===== config.mk =====
export PLATFORM = sky130hd
export DESIGN_NAME = tilt_dist_sq
export DESIGN_NICKNAME = d
export VERILOG_FILES = /design/src/rtl/tilt_dist_sq.sv
export SDC_FILE = /design/constraint.sdc
export NUM_CORES = 1
export LEC_CHECK = 0
export CORE_MARGIN = 1.5
export CORE_UTILIZATION = 30
export DETAILED_ROUTE_END_ITERATION = 8
export HOLD_SLACK_MARGIN = 0.1
export PLACE_DENSITY_LB_ADDON = 0.3
export REMOVE_ABC_BUFFERS = 1
export SYNTH_ARGS = -nofsm -noshare
export SYNTH_HDL_FRONTEND = slang
export SYNTH_SLANG_ARGS = --single-unit

===== constraint.sdc =====
create_clock -name clk -period 5.04 [get_ports clk]
set_clock_uncertainty 0.2 [all_clocks]
set_input_delay 1.512 -clock clk [delete_from_list [all_inputs] [get_ports clk]]
set_output_delay 1.512 -clock clk [all_outputs]
set_load 0.02 [all_outputs]

===== src/rtl/tilt_dist_sq.sv =====
// ============================================================================
// Module   : tilt_dist_sq
// Purpose  : Sequential dx^2 + dy^2 shift-add engine feeding the tilt sqrt.
//            Build macro TILT_DIST_RADIX4_EN selects 2 bits/cycle (N = 6).
// Revision : 1.0 - initial release
// ============================================================================
`default_nettype none

module tilt_dist_sq (
   input  logic        clk,
   input  logic        reset,
   input  logic        start,
   input  logic [10:0] dx,
   input  logic [10:0] dy,
   output logic        busy,
   output logic        done,
   output logic [21:0] sum_sq
);

`ifdef TILT_DIST_RADIX4_EN
   localparam int c_mw   = 12;
   localparam int c_n    = 6;
   localparam int c_step = 2;
`else
   localparam int c_mw   = 11;
   localparam int c_n    = 11;
   localparam int c_step = 1;
`endif

   typedef enum logic [1:0] {
      S_IDLE   = 2'd0,
      S_SQ_X   = 2'd1,
      S_SQ_Y   = 2'd2,
      S_FINISH = 2'd3
   } state_t;

   state_t            r_state;
   state_t            w_next;
   logic [21:0]       r_acc;
   logic [21:0]       r_mcand;
   logic [c_mw-1:0]   r_mplier;
   logic [10:0]       r_mag_y;
   logic [3:0]        r_cnt;
   logic              r_done;
   logic [21:0]       r_sum;
   logic [10:0]       w_mag_x;
   logic [10:0]       w_mag_y;
   logic [21:0]       w_pp;
   logic              w_last;

   // 11-bit wrap of the negation maps -1024 onto magnitude 1024
   assign w_mag_x = dx[10] ? (~dx + 11'd1) : dx;
   assign w_mag_y = dy[10] ? (~dy + 11'd1) : dy;
   assign w_last  = (r_cnt == 4'd1);

`ifdef TILT_DIST_RADIX4_EN
   always_comb begin
      w_pp = 22'd0;
      case (r_mplier[1:0])
         2'd1:    w_pp = r_mcand;
         2'd2:    w_pp = r_mcand << 1;
         2'd3:    w_pp = r_mcand + (r_mcand << 1);
         default: w_pp = 22'd0;
      endcase
   end
`else
   assign w_pp = r_mplier[0] ? r_mcand : 22'd0;
`endif

   always_comb begin
      w_next = r_state;
      busy   = 1'b0;
      case (r_state)
         S_IDLE:   if (start) w_next = S_SQ_X;
         S_SQ_X: begin
            busy = 1'b1;
            if (w_last) w_next = S_SQ_Y;
         end
         S_SQ_Y: begin
            busy = 1'b1;
            if (w_last) w_next = S_FINISH;
         end
         S_FINISH: w_next = S_IDLE;
         default:  w_next = S_IDLE;
      endcase
   end

   always_ff @(posedge clk) begin
      if (!reset) r_state <= S_IDLE;
      else        r_state <= w_next;
   end

   always_ff @(posedge clk) begin
      if (!reset) begin
         r_acc    <= 22'd0;
         r_mcand  <= 22'd0;
         r_mplier <= '0;
         r_mag_y  <= 11'd0;
         r_cnt    <= 4'd0;
         r_done   <= 1'b0;
         r_sum    <= 22'd0;
      end else begin
         r_done <= 1'b0;
         case (r_state)
            S_IDLE: begin
               if (start) begin
                  r_acc    <= 22'd0;
                  r_cnt    <= 4'(c_n);
                  r_mcand  <= 22'(w_mag_x);
                  r_mplier <= c_mw'(w_mag_x);
                  r_mag_y  <= w_mag_y;
               end
            end
            S_SQ_X: begin
               r_acc    <= r_acc + w_pp;
               r_mcand  <= r_mcand << c_step;
               r_mplier <= r_mplier >> c_step;
               r_cnt    <= r_cnt - 4'd1;
               // reload operands for the second square on the final step
               if (w_last) begin
                  r_mcand  <= 22'(r_mag_y);
                  r_mplier <= c_mw'(r_mag_y);
                  r_cnt    <= 4'(c_n);
               end
            end
            S_SQ_Y: begin
               r_acc    <= r_acc + w_pp;
               r_mcand  <= r_mcand << c_step;
               r_mplier <= r_mplier >> c_step;
               r_cnt    <= r_cnt - 4'd1;
            end
            S_FINISH: begin
               r_sum  <= r_acc;
               r_done <= 1'b1;
            end
            default: ;
         endcase
      end
   end

   assign done   = r_done;
   assign sum_sq = r_sum;

endmodule

`default_nettype wire


* After elaboration in Yosys (flattened, before gate mapping)
Cells that the tools add are included.
W data, S select, Z words.
** Cells by class
- Equal/unequal tests :: 7
- Reduce and logical (&&, ||, !) cells :: 8
- Multiplexer cells :: 20
- Bitwise operators :: 2
- Add/subtract/negate cells :: 4
** Operators with widths (count)
- $mux W22 :: 4
- $pmux W22 S3 :: 1
- $mux W11 :: 4
- $pmux W22 S2 :: 1
- $pmux W11 S3 :: 1
- $add A11 B1 Y11 const B :: 2
- $add A22 B22 Y22 :: 1
- $not A11 Y11 :: 2
- $pmux W4 S3 :: 1
- $mux W4 :: 2
- $pmux W2 S4 :: 1
- $mux W2 :: 3
- $ne A2 B2 Y1 const B :: 3
- $reduce_and A2 Y1 :: 3
- $eq A2 B2 Y1 const B :: 2
- $eq A4 B1 Y1 const B :: 1
- $sub A4 B1 Y4 const B :: 1
- $reduce_and A3 Y1 :: 1
- $reduce_bool A3 Y1 :: 1
- $eq A2 B1 Y1 const B :: 1
- $logic_not A2 Y1 :: 1
- $mux W1 :: 2
- $reduce_bool A2 Y1 :: 1
- $reduce_or A2 Y1 :: 1
** Word-level totals
- Bits of input ports :: 25
- Logic and storage cells :: 49
- Output and inout bits :: 24
- Register bits :: 95

* Depth between registers and ports, before layout
Gate-level depths: netlist (run 1).
- Depth in word-level cells :: 5
- Depth in mapped cells :: 12
- Mapped depth without buffers :: 12

* Worst setup path after synthesis (run 1)
Ideal clock, no wire load.
- Kind :: in2reg
- Start :: input port dx[0]
- End :: register r_mcand[8]
- Stages on the path :: 9
- Setup time :: 0.116 ns
- Data required time :: 4.724 ns
- Buffers on the path :: 0
- Data arrival time :: 2.762 ns
- Setup slack :: 1.962 ns
- Cells stage by stage :: inv_1 -> ha_1 -> nand2_1 -> or3_1 -> o31ai_1 -> xor2_1 -> o21ai_0 -> a21oi_1 -> nor2_1
** Between the ends
- Word-level cells in the longest chain between the ends :: 5
** RTL lines
- start, declared :: line 13 : input logic [10:0] dx,
- $not A11 Y11 :: line 52 : assign w_mag_x = dx[10] ? (~dx + 11'd1) : dx;
- $add A11 B1 Y11 :: line 52
- $mux W11 :: line 52
- $mux W22 :: line 106 : if (start) begin
- $pmux W22 S3 :: line 104 : case (r_state)
- end signal, assigned :: line 109 : r_mcand <= 22'(w_mag_x);
- end signal, assigned :: line 116 : r_mcand <= r_mcand << c_step;
- end signal, assigned :: line 121 : r_mcand <= 22'(r_mag_y);
- end, declared :: line 40 : logic [21:0] r_mcand;
No other way between the ends. The select of a mux whose other input is x is not followed.
A chain may end at the register's enable or synchronous reset.

* Worst setup path in the final report (run 1)
- Start :: register r_state[1]
- End :: output port busy
** Between the ends
- Word-level cells in the longest chain between the ends :: 3
- Elaborated cells between the ends (all ways) :: 4
- Classes of those cells :: 2 x eq/ne; 1 x mux; 1 x reduce/logical
** RTL lines
- start, declared :: line 37 : state_t r_state;
- start signal, assigned :: line 90 : else r_state <= w_next;
- $eq A2 B1 Y1 / $eq A2 B2 Y1 (equally long branches) :: line 73 : case (r_state)
- $reduce_or A2 Y1 (no source line) *
- $mux W1 * :: line 73
- end, declared :: line 15 : output logic busy,
Every way passes the cells marked *; elsewhere a longest branch is shown, timed or not.

==> run_results.csv, run 1 <==
group,metric,value,unit
grt,grt_usage,13.6,%
finish,fin_nets,705,
synthesis,synth_edf_count,0,
floorplanning,coreArea,17300,µm²
synthesis,synth_area_per_cell,8.56,µm²
grt,overflow,0,
clock_tree,cts_buffers,9,
setup_path,r2r_slack,1.79,ns
pwr,power_density,408,nW/µm²
setup_path,reg2reg_to,"r_acc[20]",
floorplanning,die-area,18600,µm²
synthesis,netlist_top_cells_area,"dfxtp_1 36%, ha_1 6.8%, nor2b_1 5.3%, o21ai_0 5.3%, mux2i_1 4.5%",
sta,fmax,290,MHz
pwr,ir_drop,0.199,mV
floorplanning,die_height,136,µm
hold_path,hold_path_depth,2,
sta,finalCritPeriodShare,68.5,%
placement,io_buffers,48,
pwr,p_leak,2.42,nW
clock_tree,ctsRootBufferMaster,"clkbuf_16",
setup_path,timing.rr.start,"r_mplier[0]",
synthesis,synth-async-reset-ratio,0,%
finish,syn2layout_area_growth,17.9,%
synthesis,synth_area,5330,µm²
clock_tree,cts_max_level,3,
placement,place_hpwl,9030,µm
synthesis,yosys.area.top_type_share,35.7,%
floorplanning,num_rows,48,
sta,relSlewSlack,33.8,%
clock_tree,holdBufCountCts,0,
floorplanning,initial_core_util,30.8,%
routing,drtIter0Drc,233,
sta,hold_viol_final,0,
sta,worst_slew_pin_slew,0.993,ns
clock_tree,clock-sinks,95,
hold_path,worstHoldStart,"r_cnt[3]",
routing,wire_per_inst,14.0,µm
sta,rsz0062_at_grt,"no",
hold_path,whs_endpoint,"r_cnt[3]",
hold_path,holdCritPathClass,"reg -> reg",
synthesis,yosysUniqueCellTypes,57,
setup_path,crit_type,"reg -> out",
setup_path,worstRegToRegCells,12,
setup_path,arrival,1.74,ns
grt,grt_start_max_net_pins,74,
setup_path,endpoint_kind,"output port",
clock_tree,post_cts_buffers,0,
synthesis,synthCells,622,
sta,finalSetupViolations,0,
finish,drive_gt1_share,5.50,%
run,drv_cap,0,
sta,tns,0,ns
status,status,"finished clean",
setup_path,start_kind,"register",
routing,dr.pass1.iters,5,
clock_tree,clockBufferDepth,2,
sta,slew_violations,0,
routing,remaining_drc_errors,0,
clock_tree,clk_pin_slew,0.07,ns
synthesis,ys_ff_latch,95,
routing,viasPerCell,4.97,
synthesis,yosysWarnings,0,
grt,grt_pass1_wl,20000,µm
synthesis,synth_ff_type,"dfxtp_1",
routing,num_vias,4374,
routing,routed_wl,12300,µm
clock_tree,worst_skew_pair.late_latency,0.35,ns
synthesis,synth_top_cell_by_area,"dfxtp_1",
clock_tree,cts_resized,0,
sta,period_needed,3.45,ns
setup_path,crit_fanout,4,
synthesis,yosysSeqAreaShare,35.7,%
setup_path,cp.required,3.33,ns
routing,postRouteAntennaNets,0,
finish,n_antenna_cell,0,
floorplanning,pin_count,49,
floorplanning,die_w,136,µm
finish,utilization,36.3,%
clock_tree,cts_tree,"built",
placement,gp_congestion,0.888,
grt,grt_pass1_vias,3999,
grt,antenna_found_initial,0,
==> worst max-delay path, stage by stage, from the launching register on <==
cell             delay [ns]
dfxtp_1                0.38
inv_1                  0.08
ha_1                   0.32
clkdlybuf4s50_1        0.61
==> cell usage after synthesis (3+ instances only) <==
cell type  number
nand2b_1        9
a21oi_1        39
a211oi_1        3
o21a_1          4
a21o_1          8
o31ai_1         5
nor4_1          3
nand3_1         5
o211a_1        10
a22oi_1        17
o21bai_1        3
a31oi_1         6
mux2i_1        24
dfxtp_1        95
a22o_1         19
xnor2_1        17
inv_1          17
buf_1           4
o21ai_1         6
ha_1           29
or3_1           4
nor2b_1        45
xor2_1         17
o211ai_1        3
nor2_1         27
and2_1         28
nor3_1          4
o21ai_0        56
nand2_1        52
nor3b_1         3
clkbuf_1       30
==> through the flow <==
stage	instances	setup slack (ns)	hold slack (ns)	cell area (µm²)	total power, mW
6_report	880	1.59	0.271	6280	2.57
5_1_grt	880	1.50	0.301	6280	2.72
4_1_cts	880	1.57	0.273	6280	2.58
3_5_place_dp	864	1.31	0.264	5980	1.88
3_3_place_gp	864	1.36	0.257	5980	1.85
2_1_floorplan	585	1.77	0.237	5180	1.57
==> flip-flops by register name (all words and copies together) (netlist names) <==
name,flops
r_acc,22
r_mcand,22
sum_sq,22
r_mag_y,11
r_mplier,11
r_cnt,4
r_state,2
done,1
==> cells in the final DEF, fill, tap and decap left out, types with 10 or more instances in the layout <==
master and n:
dfxtp_1 95, o21ai_0 56, nand2_1 52, clkdlybuf4s50_1 47
nor2b_1 45, a21oi_1 39, ha_1 29, and2_1 28
nor2_1 27, mux2i_1 24, a22o_1 19, inv_1 17
xor2_1 17, xnor2_1 17, a22oi_1 17, o211a_1 10
==> cell type report <==
type | instances | area, µm²
multi-input cells | 473 | 3220
repair buffers | 54 | 520
flip-flops and latches | 95 | 1900
clock inverters | 7 | 72.6
inverters | 17 | 63.8
clock buffers | 9 | 225
fillers | 1760 | 11000
well taps | 225 | 282
==> how the worst max path moves through the flow <==
stage / start / end / slack [ns]
4_1_cts: r_state[1] / busy / 1.57
2_1_floorplan: r_state[1] / r_mcand[1] / 1.77
5_1_grt: r_state[0] / busy / 1.50
3_5_place_dp: dx[0] / r_mcand[8] / 1.31
3_3_place_gp: dx[0] / r_mcand[8] / 1.36
6_report: r_state[1] / busy / 1.59
==> cell families after synthesis <==
group           count (synthesis)  synth area share [%]
compound gates                196                  24.4
xor+xnor                       34                  5.59
fa+ha+maj                      30                  7.19
buf+inv                        54                  3.99
flops                          95                  35.7
mux                            24                  4.51
simple gates                  189                  18.6
==> per-layer routing <==
metal	GRT usage [%]	share of wire, %	vias up
li1	-	-	2260
met1	18.6	51	1987
met2	20.7	42	101
met3	1.98	3.5	26
met5	0	0	-
met4	7.39	3.0	0
==> power breakdown <==
group | leakage [nW] | internal, mW | switching (mW)
sequential | 0.773 | 0.885 | 0.121
clock | 0.147 | 0.386 | 0.309
combinational | 1.50 | 0.313 | 0.552
total | 2.42 | 1.58 | 0.982
(Power assumes the default switching activity.)
==> run 2, diff against run 1 <==
==> constraint.sdc (replaced) <==
create_clock -name clk -period 3.2 [get_ports clk]
set_clock_uncertainty 0.2 [all_clocks]
set_input_delay 0.96 -clock clk [delete_from_list [all_inputs] [get_ports clk]]
set_output_delay 0.96 -clock clk [all_outputs]
set_load 0.02 [all_outputs]
==> run_results.csv, run 2 (synthesis results as in run 1) <==
group,metric,value,unit
status,status,"finished clean",
placement,place_ws,0.0194,ns
setup_path,cp.required,3.24,ns
run,drv_cap,0,
sta,fmax,340,MHz
grt,grt_use_met3,2.61,%
sta,finalSetupViolations,0,
sta,slew_violations,0,
sta,finalWorstSetupSlack,0.258,ns
clock_tree,ctsRootBufferMaster,"clkbuf_16",
finish,instances_no_fill,888,
routing,routed_wl,12600,µm
grt,grt_usage,14.3,%
placement,gp_congestion,0.903,
pwr,p_total,4.10,mW
routing,viasPerCell,5.04,
sta,period_needed,2.94,ns
clock_tree,holdBufCountCts,0,
clock_tree,cts_tree,"built",
clock_tree,cts_resized,0,
finish,n_antenna_cell,0,
sta,finalCritPeriodShare,91.9,%
setup_path,worst_path_dominant_cell_family,"compound AO/OA/AOI/OAI gates",
setup_path,cp_slowest_stage_delay,0.42,ns
hold_path,holdCritPathClass,"reg -> reg",
pwr,power_density,647,nW/µm²
setup_path,worstPathCellList,"buf_4 -> and2_1 -> ha_1 -> nand4_1 -> nor3_1 -> o211ai_1 -> a31oi_1 -> o21ai_1 -> xor2_1 -> o21bai_1 -> a22o_1",
grt,gr-max-usage-layer,"met2",
routing,drtIter0Drc,268,
clock_tree,post_cts_buffers,0,
finish,fillers,1781,
setup_path,start_kind,"register",
setup_path,crit_fanout,22,
finish,syn2layout_area_growth,19.1,%
routing,num_vias,4479,
routing,dr.pass1.iters,5,
placement,dp.cells,872,
pwr,ir_drop,0.307,mV
grt,overflow,0,
clock_tree,cts_buffers,9,
floorplanning,initial_core_util,30.8,%
clock_tree,worst_skew_pair.late_latency,0.35,ns
floorplanning,num_rows,48,
routing,wire_per_inst,14.2,µm
setup_path,endpoint_kind,"register",
setup_path,critPathSlowestCell,"ha_1",
grt,grt_start_max_net_pins,81,
finish,drive_gt1_share,6.03,%
setup_path,arrival,2.98,ns
floorplanning,coreArea,17300,µm²
grt,met2_usage,23.4,%
floorplanning,pin_count,49,
setup_path,crit_type,"reg -> reg",
floorplanning,die_w,136,µm
sta,worst_slew_pin_slew,0.819,ns
sta,tns,0,ns
floorplanning,die-area,18600,µm²
finish,final_common_cell,"dfxtp_1",
clock_tree,clockBufferDepth,2,
clock_tree,clk_pin_slew,0.06,ns
grt,grt_pass1_wl,21100,µm
grt,globalRouteMet1Util,18.4,%
grt,grt_pass1_vias,4341,
pwr,p_leak,2.45,nW
placement,io_buffers,48,
placement,place_hpwl,9370,µm
clock_tree,cts_max_level,3,
sta,hold_viol_final,0,
finish,fin_nets,713,
finish,final_cell_mix,"95 x dfxtp_1, 56 x o21ai_0, 52 x nand2_1",
grt,antenna_found_initial,0,
clock_tree,clock-sinks,95,
floorplanning,die_height,136,µm
setup_path,crit_buf_inv,1,
routing,remaining_drc_errors,0,
routing,postRouteAntennaNets,0,
sta,rsz0062_at_grt,"no",
sta,relSlewSlack,45.4,%
run 2: cell types whose count changed in the layout (fill, tap and decap cells not counted):
cell / before / now
clkbuf_8: 0 / 2
clkinv_2: 3 / 0
clkbuf_1: 0 / 3
o21bai_2: 1 / 0
inv_8: 1 / 0
o21bai_1: 2 / 3
clkinvlp_4: 1 / 0
buf_4: 6 / 14
run 2: power breakdown:
part	switching [mW]	internal, mW	total (mW)
Clock	0.439	0.651	1.09
Combinational	0.923	0.534	1.46
Sequential	0.162	1.39	1.56
run 2: worst register-to-register path, cell delays in order, from the launching register on:
cell      delay [ns]
dfxtp_1         0.31
buf_4           0.19
and2_1          0.17
ha_1            0.42
nand4_1         0.21
nor3_1          0.18
o211ai_1        0.23
a31oi_1         0.30
o21ai_1         0.12
xor2_1          0.23
o21bai_1        0.09
a22o_1          0.19
run 2: routing by layer:
layer | wire length (µm) | part of all wire, %
met5 | 0 | 0
met3 | 500 | 4.0
met2 | 5790 | 46
met4 | 253 | 2.0
met1 | 6070 | 48
run 2: area by class of cell:
class                   count  area, µm²  share of cell area [%]
well taps                 225        282                    4.44
clock buffers              14        264                    4.16
flip-flops and latches     95       1900                    30.0
inverters                  17       63.8                    1.01
repair buffers             62        581                    9.15
multi-input cells         473       3210                    50.6
clock inverters             2       38.8                   0.612
run 2: through the flow:
| step | hold slack, ns | utilization (%) | area, µm² |
|---|---|---|---|
| finish | 0.270 | 36.7 | 6340 |
| detailed placement | 0.268 | 34.9 | 6040 |
| global route | 0.300 | 36.7 | 6340 |
| CTS | 0.276 | 36.7 | 6340 |
| global placement | 0.255 | 34.9 | 6040 |
| floorplan | 0.237 | - | 5180 |
run 2: path summary, 6_finish.rpt:
| check | start | to | slack, ns | cells after the start |
|---|---|---|---|---|
| worst max-delay path | r_mplier[0] | r_acc[21] | 0.26 | 11 |
| worst min-delay path | r_mag_y[0] | r_mag_y[0] | 0.27 | 2 |
| worst max register to register | r_mplier[0] | r_acc[21] | 0.26 | 11 |
| worst min register to register | r_mag_y[0] | r_mag_y[0] | 0.27 | 2 |
